[config.mk]
export PLATFORM = sky130hd
export DESIGN_NAME = i2s_tx
export DESIGN_NICKNAME = d
export VERILOG_FILES = /design/src/rtl/i2s_pkg.sv /design/src/rtl/i2s_tx_buffer.sv /design/src/rtl/i2s_tx.sv
export SDC_FILE = /design/constraint.sdc
export NUM_CORES = 1
export LEC_CHECK = 0
export ABC_AREA = 1
export CAP_MARGIN = 10
export CELL_PAD_IN_SITES_DETAIL_PLACEMENT = 0
export CELL_PAD_IN_SITES_GLOBAL_PLACEMENT = 1
export CORE_ASPECT_RATIO = 2
export CORE_UTILIZATION = 30
export CTS_CLUSTER_SIZE = 14
export DETAILED_ROUTE_END_ITERATION = 10
export DONT_BUFFER_PORTS = 1
export PLACE_DENSITY_LB_ADDON = 0.25
export SKIP_LAST_GASP = 1
export SYNTH_ARGS = -nofsm -noshare
export SYNTH_HDL_FRONTEND = slang
export SYNTH_HIERARCHICAL = 1
export SYNTH_SLANG_ARGS = --single-unit
[constraint.sdc]
create_clock -name i_clk_12_288 -period 2.3 [get_ports i_clk_12_288]
set_input_delay 0.23 -clock i_clk_12_288 [delete_from_list [all_inputs] [get_ports i_clk_12_288]]
set_output_delay 0.23 -clock i_clk_12_288 [all_outputs]
set_load 0.02 [all_outputs]
[src/rtl/i2s_pkg.sv]
// ============================================================================
// Module      : i2s_pkg
// Description : Shared I2S types and sizing. DATA_BIT and SCLK_LRCLK_RATIO
//               defaults apply unless i2s_map.svh has already defined them.
// Revision    : 1.0 - initial release
// ============================================================================
`default_nettype none

`ifndef DATA_BIT
`define DATA_BIT 24
`endif
`ifndef SCLK_LRCLK_RATIO
`define SCLK_LRCLK_RATIO 64
`endif

package i2s_pkg;

    localparam int DATA_BIT         = `DATA_BIT;
    localparam int SCLK_LRCLK_RATIO = `SCLK_LRCLK_RATIO;

    localparam logic [1:0] ST_IDLE  = 2'd0;
    localparam logic [1:0] ST_ARMED = 2'd1;
    localparam logic [1:0] ST_RUN   = 2'd2;
    localparam logic [1:0] ST_DRAIN = 2'd3;

    typedef enum logic [1:0] {
        IDLE  = ST_IDLE,
        ARMED = ST_ARMED,
        RUN   = ST_RUN,
        DRAIN = ST_DRAIN
    } i2s_tx_state_t;

    typedef logic [DATA_BIT-1:0] i2s_sample_t;

endpackage

`default_nettype wire

[src/rtl/i2s_tx_buffer.sv]
// ============================================================================
// Module      : i2s_tx_buffer
// Description : One-pair holding buffer, active-pair load and underrun detect.
//               Optional saturating counter: I2S_TX_UNDERRUN_CNT_EN.
// Revision    : 1.0 - initial release
// ============================================================================
`default_nettype none

module i2s_tx_buffer
    import i2s_pkg::*;
#(
    parameter int DATA_BIT = i2s_pkg::DATA_BIT
`ifdef I2S_TX_UNDERRUN_CNT_EN
    ,
    parameter int CNT_W    = 16
`endif
) (
    input  logic                i_clk_12_288,
    input  logic                i_reset_n,
    input  logic                i_load,
    input  logic                i_valid,
    input  logic [DATA_BIT-1:0] i_left,
    input  logic [DATA_BIT-1:0] i_right,
    output logic                o_ready,
    output logic [DATA_BIT-1:0] o_active_left,
    output logic [DATA_BIT-1:0] o_active_right,
`ifdef I2S_TX_UNDERRUN_CNT_EN
    output logic [CNT_W-1:0]    o_underrun_count,
`endif
    output logic                o_underrun
);

    logic [DATA_BIT-1:0] hold_left_q,   hold_left_d;
    logic [DATA_BIT-1:0] hold_right_q,  hold_right_d;
    logic [DATA_BIT-1:0] act_left_q,    act_left_d;
    logic [DATA_BIT-1:0] act_right_q,   act_right_d;
    logic                hold_full_q,   hold_full_d;
    logic                ready_q;
    logic                underrun_q,    underrun_d;
    logic                accept;

    // Load looks at the pre-cycle flag, so a same-cycle accept is kept for the next frame.
    always_comb begin
        accept       = i_valid & ~hold_full_q;
        hold_left_d  = hold_left_q;
        hold_right_d = hold_right_q;
        act_left_d   = act_left_q;
        act_right_d  = act_right_q;
        hold_full_d  = hold_full_q;
        underrun_d   = 1'b0;
        if (i_load) begin
            if (hold_full_q) begin
                act_left_d  = hold_left_q;
                act_right_d = hold_right_q;
                hold_full_d = 1'b0;
            end else begin
                act_left_d  = '0;
                act_right_d = '0;
                underrun_d  = 1'b1;
            end
        end
        if (accept) begin
            hold_left_d  = i_left;
            hold_right_d = i_right;
            hold_full_d  = 1'b1;
        end
    end

    always_ff @(posedge i_clk_12_288 or negedge i_reset_n) begin
        if (!i_reset_n) begin
            hold_left_q  <= '0;
            hold_right_q <= '0;
            act_left_q   <= '0;
            act_right_q  <= '0;
            hold_full_q  <= 1'b0;
            ready_q      <= 1'b1;
            underrun_q   <= 1'b0;
        end else begin
            hold_left_q  <= hold_left_d;
            hold_right_q <= hold_right_d;
            act_left_q   <= act_left_d;
            act_right_q  <= act_right_d;
            hold_full_q  <= hold_full_d;
            ready_q      <= ~hold_full_d;
            underrun_q   <= underrun_d;
        end
    end

`ifdef I2S_TX_UNDERRUN_CNT_EN
    logic [CNT_W-1:0] cnt_q, cnt_d;

    always_comb begin
        cnt_d = cnt_q;
        if (underrun_d && (cnt_q != {CNT_W{1'b1}})) begin
            cnt_d = cnt_q + 1'b1;
        end
    end

    always_ff @(posedge i_clk_12_288 or negedge i_reset_n) begin
        if (!i_reset_n) begin
            cnt_q <= '0;
        end else begin
            cnt_q <= cnt_d;
        end
    end

    assign o_underrun_count = cnt_q;
`endif

    assign o_ready        = ready_q;
    assign o_active_left  = act_left_q;
    assign o_active_right = act_right_q;
    assign o_underrun     = underrun_q;

endmodule

`default_nettype wire

[src/rtl/i2s_tx.sv]
// ============================================================================
// Module      : i2s_tx
// Description : Stereo I2S transmitter: frame FSM and MSB-first serialiser.
//               Optional underrun counter port: I2S_TX_UNDERRUN_CNT_EN.
// Revision    : 1.0 - initial release
// ============================================================================
`default_nettype none

module i2s_tx
    import i2s_pkg::*;
#(
    parameter int DATA_BIT = i2s_pkg::DATA_BIT
`ifdef I2S_TX_UNDERRUN_CNT_EN
    ,
    parameter int CNT_W    = 16
`endif
) (
    input  logic                        i_clk_12_288,
    input  logic                        i_reset_n,
    input  logic                        i_enable,
    input  logic                        i_sclk,
    input  logic                        i_start,
    input  logic                        i_finish,
    input  logic [$clog2(DATA_BIT)-1:0] i_count,
    input  logic                        i_count_valid,
    input  logic                        i_count_lrclk,
    input  logic [DATA_BIT-1:0]         i_left,
    input  logic [DATA_BIT-1:0]         i_right,
    input  logic                        i_valid,
    output logic                        o_ready,
    output logic                        o_sd,
`ifdef I2S_TX_UNDERRUN_CNT_EN
    output logic [CNT_W-1:0]            o_underrun_count,
`endif
    output logic                        o_underrun
);

    i2s_tx_state_t       state_q, state_d;
    logic                sd_q, sd_d;
    logic                load;
    logic                bit_sel;
    logic [DATA_BIT-1:0] act_left;
    logic [DATA_BIT-1:0] act_right;

    always_comb begin
        state_d = state_q;
        case (state_q)
            IDLE:    if (i_enable)  state_d = ARMED;
            ARMED:   if (!i_enable) state_d = IDLE;
                     else if (i_start) state_d = RUN;
            RUN:     if (!i_enable) state_d = DRAIN;
            DRAIN:   if (i_enable)  state_d = RUN;
                     else if (i_finish) state_d = IDLE;
            default: state_d = IDLE;
        endcase
    end

    // A start seen while ARMED but already disabled does not consume the held pair.
    assign load = i_start & ((state_q == RUN) | ((state_q == ARMED) & i_enable));

    always_comb begin
        bit_sel = 1'b0;
        if (((state_q == RUN) || (state_q == DRAIN)) && i_count_valid) begin
            bit_sel = i_count_lrclk ? act_left[i_count] : act_right[i_count];
        end
        sd_d = sd_q;
        if ((state_d != RUN) && (state_d != DRAIN)) begin
            sd_d = 1'b0;
        end else if (i_sclk) begin
            sd_d = bit_sel;
        end
    end

    always_ff @(posedge i_clk_12_288 or negedge i_reset_n) begin
        if (!i_reset_n) begin
            state_q <= IDLE;
            sd_q    <= 1'b0;
        end else begin
            state_q <= state_d;
            sd_q    <= sd_d;
        end
    end

    i2s_tx_buffer #(
        .DATA_BIT         (DATA_BIT)
`ifdef I2S_TX_UNDERRUN_CNT_EN
        ,
        .CNT_W            (CNT_W)
`endif
    ) u_buffer (
        .i_clk_12_288     (i_clk_12_288),
        .i_reset_n        (i_reset_n),
        .i_load           (load),
        .i_valid          (i_valid),
        .i_left           (i_left),
        .i_right          (i_right),
        .o_ready          (o_ready),
        .o_active_left    (act_left),
        .o_active_right   (act_right),
`ifdef I2S_TX_UNDERRUN_CNT_EN
        .o_underrun_count (o_underrun_count),
`endif
        .o_underrun       (o_underrun)
    );

    assign o_sd = sd_q;

endmodule

`default_nettype wire

* Yosys cells after proc, flatten, opt, wreduce, memory -nomap -nowiden *
Cells that the tools add are included.

operators by class
  shift-type cells = 0
  reductions and logical operators = 5
  order comparisons = 1
  divide/modulo/power cells = 0
  $add $sub $neg = 0
  multipliers = 0
  equal/unequal tests = 5
  muxes and demuxes = 21
  bitwise operators = 6

operator list
  operator            number
  $mux 24             2
  $mux 2              6
  $bmux 1 s5          2
  $mux 1              10
  $pmux 2 s4          1
  $lt 5x6->1 const B  1
  $eq 2x2->1 const B  2
  $ne 2x2->1 const B  2
  $and 1x1->1         3
  $eq 2x1->1 const B  1
  $logic_and 1x1->1   2
  $logic_not 2->1     1
  $not 1->1           2
  $reduce_bool 2->1   1
  $logic_or 1x1->1    1
  $or 1x1->1          1

word-level totals
  input bits = 62
  bits in read-only memories = 0
  bits in latches = 0
  flip-flop bits (word level) = 102
  logic and storage cells = 47
  output and inout port bits = 3
  memory bits (writable) = 0
  memories = 0

* Logic depth before layout (Yosys ltp) *
Gate-level depths: netlist of the first run.

  word-level depth = 7
  mapped depth = 13

* Hierarchy *
The synthesis of the first run kept the hierarchy.

by module, submodules not included
  module         area an instance (µm²)  seq. area each (µm²)  cells each  times used
  i2s_tx_buffer  3927.5                  2478.6                427         1
  i2s_tx         759.5                   75.1                  146         1

* Worst setup path after synthesis of the first run *
OpenSTA, ideal clock, no wires.

  path kind = reg2reg
  from = reg state_q[1]
  to = reg u_buffer.act_left_q[10] (netlist: u_buffer/o_active_left[10])
  cell stages (with the launch flop) = 10
  required time = 2.183 ns
  library setup time = 0.117 ns
  buffers on the path = 3
  clock period less this slack = 1.493 ns
  setup slack = 0.807 ns
  data arrival time = 1.376 ns
  cells stage by stage = dfrtp_1 nor3_1 inv_1 a21oi_1 buf_2 inv_2 buf_4 buf_4 nand2_1 nand2_1

on the way
  word-level cells in the longest chain between the ends = 4

ends and longest elaborated chain
  what                      RTL line             text
  start: declaration        i2s_tx.sv:38         i2s_tx_state_t state_q, state_d;
  start signal: assignment  i2s_tx.sv:79         state_q <= state_d;
  $eq 2x1->1                i2s_tx.sv:59         assign load = i_start & ((state_q == RUN) | ((state_q == ARMED) & i_enable));
  $and 1x1->1               i2s_tx.sv:59
  $or 1x1->1 (*)            i2s_tx.sv:59
  $and 1x1->1 (*)           i2s_tx.sv:59
  named net load            i2s_tx.sv:40         logic load;
  end signal: assignment    i2s_tx_buffer.sv:81  act_left_q <= act_left_d;
  end: declaration          i2s_tx_buffer.sv:35  logic [DATA_BIT-1:0] act_left_q, act_left_d;

The timed path passes the listed nets; every way through them passes the cells marked *.
A chain may end at the register's enable or synchronous reset.

* Final worst setup path of the first run *
  from = reg state_q[1]
  to = reg u_buffer.act_right_q[22] (netlist: u_buffer/o_active_right[22])

on the way
  word-level cells in the longest chain between the ends = 4

ends and longest elaborated chain
  what                    RTL line             text
  $eq 2x1->1              i2s_tx.sv:59
  $and 1x1->1             i2s_tx.sv:59
  $or 1x1->1 (*)          i2s_tx.sv:59
  $and 1x1->1 (*)         i2s_tx.sv:59
  named net load          i2s_tx.sv:40
  end signal: assignment  i2s_tx_buffer.sv:82  act_right_q <= act_right_d;
  end: declaration        i2s_tx_buffer.sv:36  logic [DATA_BIT-1:0] act_right_q, act_right_d;

Marks and branches as above.

==> impl_summary.md, run 1 <==
Floorplan
After floorplanning, the core was divided into 64 placement rows. The floorplan step set the die width to 90.4 µm. The die outline height is between 150 and 200 µm. The area of the core is around 15000 µm². The initial utilization of the core area, before any placement, comes to 0.306. The number of top-level pins is 65. The overall die area is 16200 µm².

Timing
The final setup violation count is 0. The final hold violation count is 102. In the final timing run, aggregate negative setup slack is 0 ns. Dividing the final minimum period by the clock period gives 0.756. At the pin with the least slew margin, the transition time is 0.912 ns. On the final layout, the worst hold slack is -0.424 ns. For the final database, setup skew stands at 0.00859 ns. In this run the tightest slew margin relative to its limit is 0.390. The post-layout minimum cycle time is 1.74 ns. For this run, the top clock speed supported by timing is about 0.58 GHz.

The number of max-slew violations in the final report is 0. Setup repair after global routing left no endpoint under its margin.

Route
The vias after detailed routing is ~3600. For this run, design rule violations remaining after detail routing come to 0. Once detail routing completed, the nets flagged for antenna violations numbered 0. The first detailed-routing pass took 4 iterations.

The wire length per cell after detailed routing is 15.2 µm. Dividing the detail-routed via count by the number of cells gives ~4.7. After detailed routing, the total wire length is 11500 µm. The initial DRC count is 181.

Layout
The multi-input logic area is 1760 µm². The count of filler cells inserted in the layout is 1661. The antenna diode count is 0.

The post-synthesis to final-layout area growth is 6.19%. For this run, the post-layout net count is 613. Summing all flip-flop and latch instances after layout gives about 2600 µm². The library cell used most frequently in the layout, excluding fill and tap cells, is sky130_fd_sc_hd__nand2_1. The library cells used most frequently in the layout, excluding fill and tap cells, are sky130_fd_sc_hd__nand2_1 (259), sky130_fd_sc_hd__nand3_1 (127), sky130_fd_sc_hd__dfrtp_1 (101). In the final layout, the share of cells above drive strength 1 is 0.0576.

Logic synthesis
The post-synthesis net count is 635. The proportion of synthesized chip area in sequential cells is 0.545. After synthesis the netlist holds a flip-flop and latch count of 102. The number of library cell types mapped by synthesis is 25. After technology mapping, the gate count stands at 573. The count of synthesis-stage warnings from yosys is 6.

After synthesis, the cell types taking the most area are sky130_fd_sc_hd__dfrtp_1 (54%), sky130_fd_sc_hd__nand2_1 (21%), sky130_fd_sc_hd__nand3_1 (14%), sky130_fd_sc_hd__buf_6 (2.2%), sky130_fd_sc_hd__buf_2 (2.0%). The most area-hungry cell type in the Yosys netlist is sky130_fd_sc_hd__dfrtp_1. Of the post-synthesis cell area, the dominant cell type holds 0.539. A synthesized cell averages 8.18 µm². The cell area that synthesis handed to floorplanning was 4690 µm².

Hold path
In this run the worst hold path is classified as input port to asynchronous set/reset pin.

Power
For this design the static power due to leakage is 2.61 nW. The overall power after layout is 6.35 mW. Power spread over the standard cell area amounts to 1280 nW/µm². The peak supply drop is 372 µV.

Clock network
The tree is rooted in a sky130_fd_sc_hd__clkbuf_16. The number of levels the H-tree was split into is 3. In this run the post-CTS setup repair buffer count came out at 0. The clock drives 102 sinks. The number of hold buffers added after CTS is 2.

TritonCTS built the clock tree. Counting along the longest clock path gives a buffer depth of 2. At the later pin of the worst-skew pair, clock insertion delay measures 0.34 ns. The clock-pin slew of the registers on the worst-case setup and hold paths is ~0.07 ns. The quantity of gates resized following cts is 0. In this run, CTS created clock tree buffers numbering 9.

Global routing
Across every metal layer, demand over resource in global routing totals 0.148. Entering global routing, the biggest net connects 103 pins. The number of antenna violations at the first check in global routing is 0. The overflow left after global routing is 0. The via count of the first global-routing pass was 3674. The first global-routing pass estimated 18600 µm of wire.

Setup path
The signal arrival time at the worst endpoint is just over 2 ns. For the worst flop-to-flop path, the logic depth is 6. Of all nets on the critical path, the largest fanout is 31. The kind of end point of the critical path is a flip-flop. The reg-to-reg setup timing slack is 0.56 ns.

The launching element type of the critical path is a flip-flop. The class of the most critical setup path is flip-flop to flip-flop. The required time of the critical path is 2.58 ns.

Place
Detailed placement ended at an HPWL of 7380 µm. In this run the tool buffered the top-level ports with 0 buffer cells. The congestion estimate from routability-driven global placement came to roughly 0.73.

Run
Max-cap violations in this run came to 0.

Status
The final reports fail on negative hold slack. The run finished, with violations left.
[power breakdown]
group          switching, mW  internal (mW)  total [mW]
clock                  0.660          0.760        1.42
sequential             0.512           2.64        3.16
combinational           1.15          0.624        1.77
[Yosys cell counts]
| cell type | count |
|---|---|
| sky130_fd_sc_hd__nand2_1 | 259 |
| sky130_fd_sc_hd__nand3_1 | 127 |
| sky130_fd_sc_hd__dfrtp_1 | 101 |
| sky130_fd_sc_hd__buf_2 | 19 |
| sky130_fd_sc_hd__inv_1 | 18 |
| sky130_fd_sc_hd__buf_6 | 9 |
| sky130_fd_sc_hd__buf_4 | 8 |
| sky130_fd_sc_hd__nor2_1 | 6 |
| sky130_fd_sc_hd__o21ai_0 | 5 |
| sky130_fd_sc_hd__nand2_2 | 3 |
| sky130_fd_sc_hd__a21oi_1 | 2 |
| sky130_fd_sc_hd__inv_2 | 2 |
| sky130_fd_sc_hd__o21ai_1 | 2 |
| sky130_fd_sc_hd__a21oi_2 | 1 |
| sky130_fd_sc_hd__buf_12 | 1 |
| sky130_fd_sc_hd__buf_8 | 1 |
| sky130_fd_sc_hd__clkbuf_1 | 1 |
| sky130_fd_sc_hd__dfstp_2 | 1 |
| sky130_fd_sc_hd__inv_4 | 1 |
| sky130_fd_sc_hd__inv_8 | 1 |
| sky130_fd_sc_hd__nand2_4 | 1 |
| sky130_fd_sc_hd__nand3_2 | 1 |
| sky130_fd_sc_hd__nor3_1 | 1 |
| sky130_fd_sc_hd__o211ai_1 | 1 |
| sky130_fd_sc_hd__o311ai_0 | 1 |
[worst max-delay path, stage by stage, from the launching register on]
cell                      delay [ns]
sky130_fd_sc_hd__dfrtp_1        0.43
sky130_fd_sc_hd__nor3_1         0.28
sky130_fd_sc_hd__inv_1          0.12
sky130_fd_sc_hd__a21oi_4        0.18
sky130_fd_sc_hd__buf_4          0.37
sky130_fd_sc_hd__nand3_1        0.19
sky130_fd_sc_hd__nand2_1        0.11
[metal layers]
metal / vias up / track usage / routed length (µm)
met5: - / 0 / 0
met4: 0 / 0.0719 / 286
met3: 14 / 0.0267 / 427
met2: 59 / 0.257 / 5790
met1: 1714 / 0.176 / 4960
li1: 1778 / - / -
[flip-flops by register name (all words and copies together) (netlist names)]
register / flops
u_buffer/o_active_right: 24
state_q: 2
u_buffer/o_active_left: 24
u_buffer/hold_left_q: 24
u_buffer/o_ready: 1
o_sd: 1
u_buffer/hold_full_q: 1
u_buffer/hold_right_q: 24
u_buffer/o_underrun: 1
[final timing paths]
path,start,to
max,state_q[1],u_buffer/o_active_right[22]
min,i_reset_n,o_sd
max reg2reg,state_q[1],u_buffer/o_active_right[22]
min reg2reg,u_buffer/hold_right_q[1],u_buffer/hold_right_q[1]
max in group asynchronous,i_reset_n,u_buffer/o_ready
min in group i_clk_12_288,i_right[23],u_buffer/hold_right_q[23]
[area by class of cell]
cell class,count,share of cell area
multi-input cells,410,0.353
clock buffers,10,0.0480
inverters,22,0.0186
repair buffers,6,0.0101
well taps,198,0.0498
clock inverters,6,0.00754
flip-flops and latches,102,0.513
[cell families after synthesis]
kind of cell	Yosys count	share of synthesized area
buffers and inverters	61	0.0828
AOI/OAI and AO/OA	12	0.0149
and+or+nand+nor	398	0.357
DFF	102	0.545
[stage by stage]
stage	instances	utilization	setup slack, ns	hold slack, ns	area [µm²]
6_report	754	0.325	0.561	-0.424	4980
5_1_grt	754	0.325	0.394	-0.443	4980
4_1_cts	754	0.325	0.532	-0.435	4980
3_5_place_dp	736	0.306	0.551	-0.0619	4680
3_3_place_gp	736	0.306	0.627	-0.0622	4680
2_1_floorplan	573	-	0.807	-0.0656	4690
No activity file was read; power rests on OpenSTA's default activity.
==> inputs of run 2 (changes only) <==
Clock period 2.3 ns to 1.6 ns, I/O delays scaled along.
==> run 2 against run 1 <==
  * The run still ends with negative hold slack left
  * Non-clock buffer count rose by 54
  * Sequential power rose by 45%
  * Critical path depth rose by 2
  * Core utilization rose by 4.2 points
  * Hold slack got worse by 0.070 ns
  * Final cell count rose by 7.2%
  * Final area rose by 13%
  * Maximum frequency rose by 15%
  * Die area did not move
==> impl_summary.md, run 2 (synthesis results as in run 1) <==
Clock network
The setup fix buffers added after clock tree synthesis came to 0 (unchanged). CTS placed an instance of sky130_fd_sc_hd__clkbuf_16 at the clock tree root. The number of buffers between clock root and the deepest sink was 2 (unchanged).

The TritonCTS clock tree is built. The clock-pin slew of the registers on the worst-case setup and hold paths is 0.07 ns (about the same). The total number of clock tree sinks was 102 (unchanged). The total CTS buffers is 9 (unchanged). The insertion delay to the later sink of the worst-skew pair is 0.34 ns (about the same). The number of levels the H-tree was split into is 3 (unchanged). The number of hold buffers added after CTS was 51 (+49).

Layout
The number of standard cells in the layout, taps in and fillers out is 808 (+7.2%). The count of filler cells inserted in the layout is 1620 (-2.5%). The antenna diode count was 0 (unchanged).

The library cell used most frequently in the layout, excluding fill and tap cells, is sky130_fd_sc_hd__nand2_1. The register area is 2550 µm² (unchanged). The area growth from synthesis to layout is 19.9%. The number of nets in the layout is 667 (+8.8%).

The multi-input logic area is 1760 µm² (+0.29%). The fraction of layout cells with a size suffix above 1 was 0.0623 (+0.00474). The utilization of the core after routing is 0.367 (+0.0420).

The top cell types in the final layout, fill and taps aside, are sky130_fd_sc_hd__nand2_1 (259), sky130_fd_sc_hd__nand3_1 (127), sky130_fd_sc_hd__dfrtp_1 (101).

Timing
The peak clock frequency supported by timing is 0.660 GHz (+15%). The final setup slack of the worst path is 0.0842 ns (-0.477 ns). The post-layout minimum cycle time came to 1.52 ns (-0.223 ns).

Setup repair after global routing could not meet its margin everywhere. The relative slew slack is 0.644 (+0.254). The number of max-slew violations in the final report came to 0 (unchanged).

The final hold violation count is 102 (unchanged). The setup clock skew after layout is 0.00486 ns (-0.00373 ns). The post-route worst hold slack came to -0.494 ns (-0.0697 ns). The transition time at the pin with the least slew margin is 0.534 ns (-0.378 ns).

The final setup violation count is 0 (unchanged). The setup TNS is 0 ns (unchanged). The post-route fraction of the period consumed by the critical path is 0.947 (+0.191).

Route
The vias after detailed routing came to 3790 (+6.3%). The count of TritonRoute iterations in the first routing pass came to 4 (unchanged). The aggregate routed wire length is 11900 µm (+3.6%). The initial DRC count is 264 (+46%). The number of DRC violations after detailed routing is 0 (unchanged). The wire length per cell after detailed routing is 14.7 µm (-3.3%).

The antenna violation net count after detailed routing is 0 (unchanged). The average vias per placed instance was 4.69 (-0.79%).

Power
The power density of the placed cells was 1760 nW/µm² (+38%). The leakage power figure was 2.87 nW (+10%). The peak supply drop is 702 µV (+89%).

Setup path
The worst setup path is launched from a flip-flop. The highest cell delay on the worst timing path is 0.37 ns (-0.06 ns). In this run the worst setup path begins at state_q[0]. The largest individual stage delay along the critical path comes from the cell sky130_fd_sc_hd__dfrtp_1. The worst register-to-register path begins at state_q[0]. The required time of the critical path is 1.83 ns (-0.75 ns). The library cell appearing most often on the critical path is sky130_fd_sc_hd__inv_1. The cell type group with the largest total delay on the critical path is buffers and inverters.

The number of buffer and inverter instances along the worst setup path is 4 (+2). The kind of end point of the critical path is a flip-flop. The signal on the critical path passes through inv_1 -> nor3_2 -> inv_1 -> a21oi_4 -> buf_12 -> nand2_1 -> o21ai_1 -> inv_1. The maximum fanout encountered on the critical timing path is 34 (+9.7%). The critical path is of the flip-flop to flip-flop type. The signal arrival time at the worst endpoint is 1.75 ns (-0.27 ns).

Floorplan
The die outline height came to 179 µm (unchanged). The overall die area is 16200 µm² (unchanged). The number of rows created at floorplan was 64 (unchanged). The area of the core is 15300 µm² (unchanged). The horizontal die dimension is 90.4 µm (unchanged). The number of top-level pins is 65 (unchanged). The starting density of the core is 0.306 (unchanged).

Global routing
The largest net degree at the start of global routing came to 103 (unchanged). The number of antenna violations at the first check in global routing came to 0 (unchanged). The via count of the first global-routing pass is 3811 (+3.7%).

The global router's overall resource usage is 0.157 (+0.00900). The overflow left after global routing is 0 (unchanged). The first-pass GRT wire length is 19400 µm (+4.5%).

Place
The HPWL reported at the end of detailed placement is 7620 µm (+3.3%). The minimum setup slack after placement came to 0.0293 ns (-0.522 ns). The count of placed standard cells including taps is 741 (+0.68%).

The weighted congestion reported at the end of routability-driven placement is 0.715 (-1.4%). The number of buffers inserted by port buffering is 0 (unchanged).

Run
The number of maximum-capacitance constraint violations is 0 (unchanged).

Status
The checks that failed: negative hold slack. The run finished, with violations left.

Hold path
The path class of the tightest hold or removal check is input port to asynchronous set/reset pin.
## run 2: cell count changes in the layout (fill, tap and decap cells not counted), moves of 2 or more
cell	previous run	this run
sky130_fd_sc_hd__buf_4	4	6
sky130_fd_sc_hd__clkinv_4	2	0
sky130_fd_sc_hd__buf_12	0	4
sky130_fd_sc_hd__clkinvlp_4	0	2
sky130_fd_sc_hd__bufinv_16	0	3
sky130_fd_sc_hd__clkinv_2	4	1
sky130_fd_sc_hd__dlygate4sd3_1	2	50
## run 2: through the flow
step,cell area (µm²),power (mW)
detailed placement,4760,7.39
floorplan,4690,6.64
CTS,5620,10.0
global route,5620,10.7
finish,5620,9.87
global placement,4760,7.28
## run 2: metal layers
metal	vias up	wire length [µm]	global-route usage
met5	-	0	0
met1	1830	4940	0.183
li1	1882	-	-
met3	16	379	0.0242
met4	0	238	0.0685
met2	62	6310	0.284
## run 2: path summary, 6_finish.rpt
| kind | endpoint | cells after the start | slack, ns |
|---|---|---|---|
| setup / recovery | u_buffer/hold_full_q | 8 | 0.08 |
| max in group asynchronous | u_buffer/o_ready | 0 | 1.88 |
| hold reg to reg | u_buffer/hold_left_q[20] | 2 | 0.47 |
| setup reg to reg | u_buffer/hold_full_q | 8 | 0.08 |
| min in group i_clk_12_288 | state_q[1] | 2 | 0.04 |
| hold / removal | u_buffer/hold_left_q[12] | 0 | -0.49 |
## run 2: power by group
| part | internal [mW] | total [mW] | switching (mW) |
|---|---|---|---|
| Clock | 1.53 | 2.47 | 0.942 |
| Combinational | 1.11 | 2.83 | 1.72 |
| Sequential | 3.80 | 4.57 | 0.764 |
## run 2: what timing repair did
item                                   4_1_cts  5_1_grt
gates resized for setup                      0        1
setup endpoints to repair                    0       50
endpoints found under the hold margin      153      102
## run 2: layout make-up
class	count	area share
Clock buffer	10	0.0407
Clock inverter	6	0.0196
Inverter	22	0.0165
Multi-Input combinational cell	410	0.313
Sequential cell	102	0.454
Tap cell	198	0.0441
Timing Repair Buffer	60	0.111
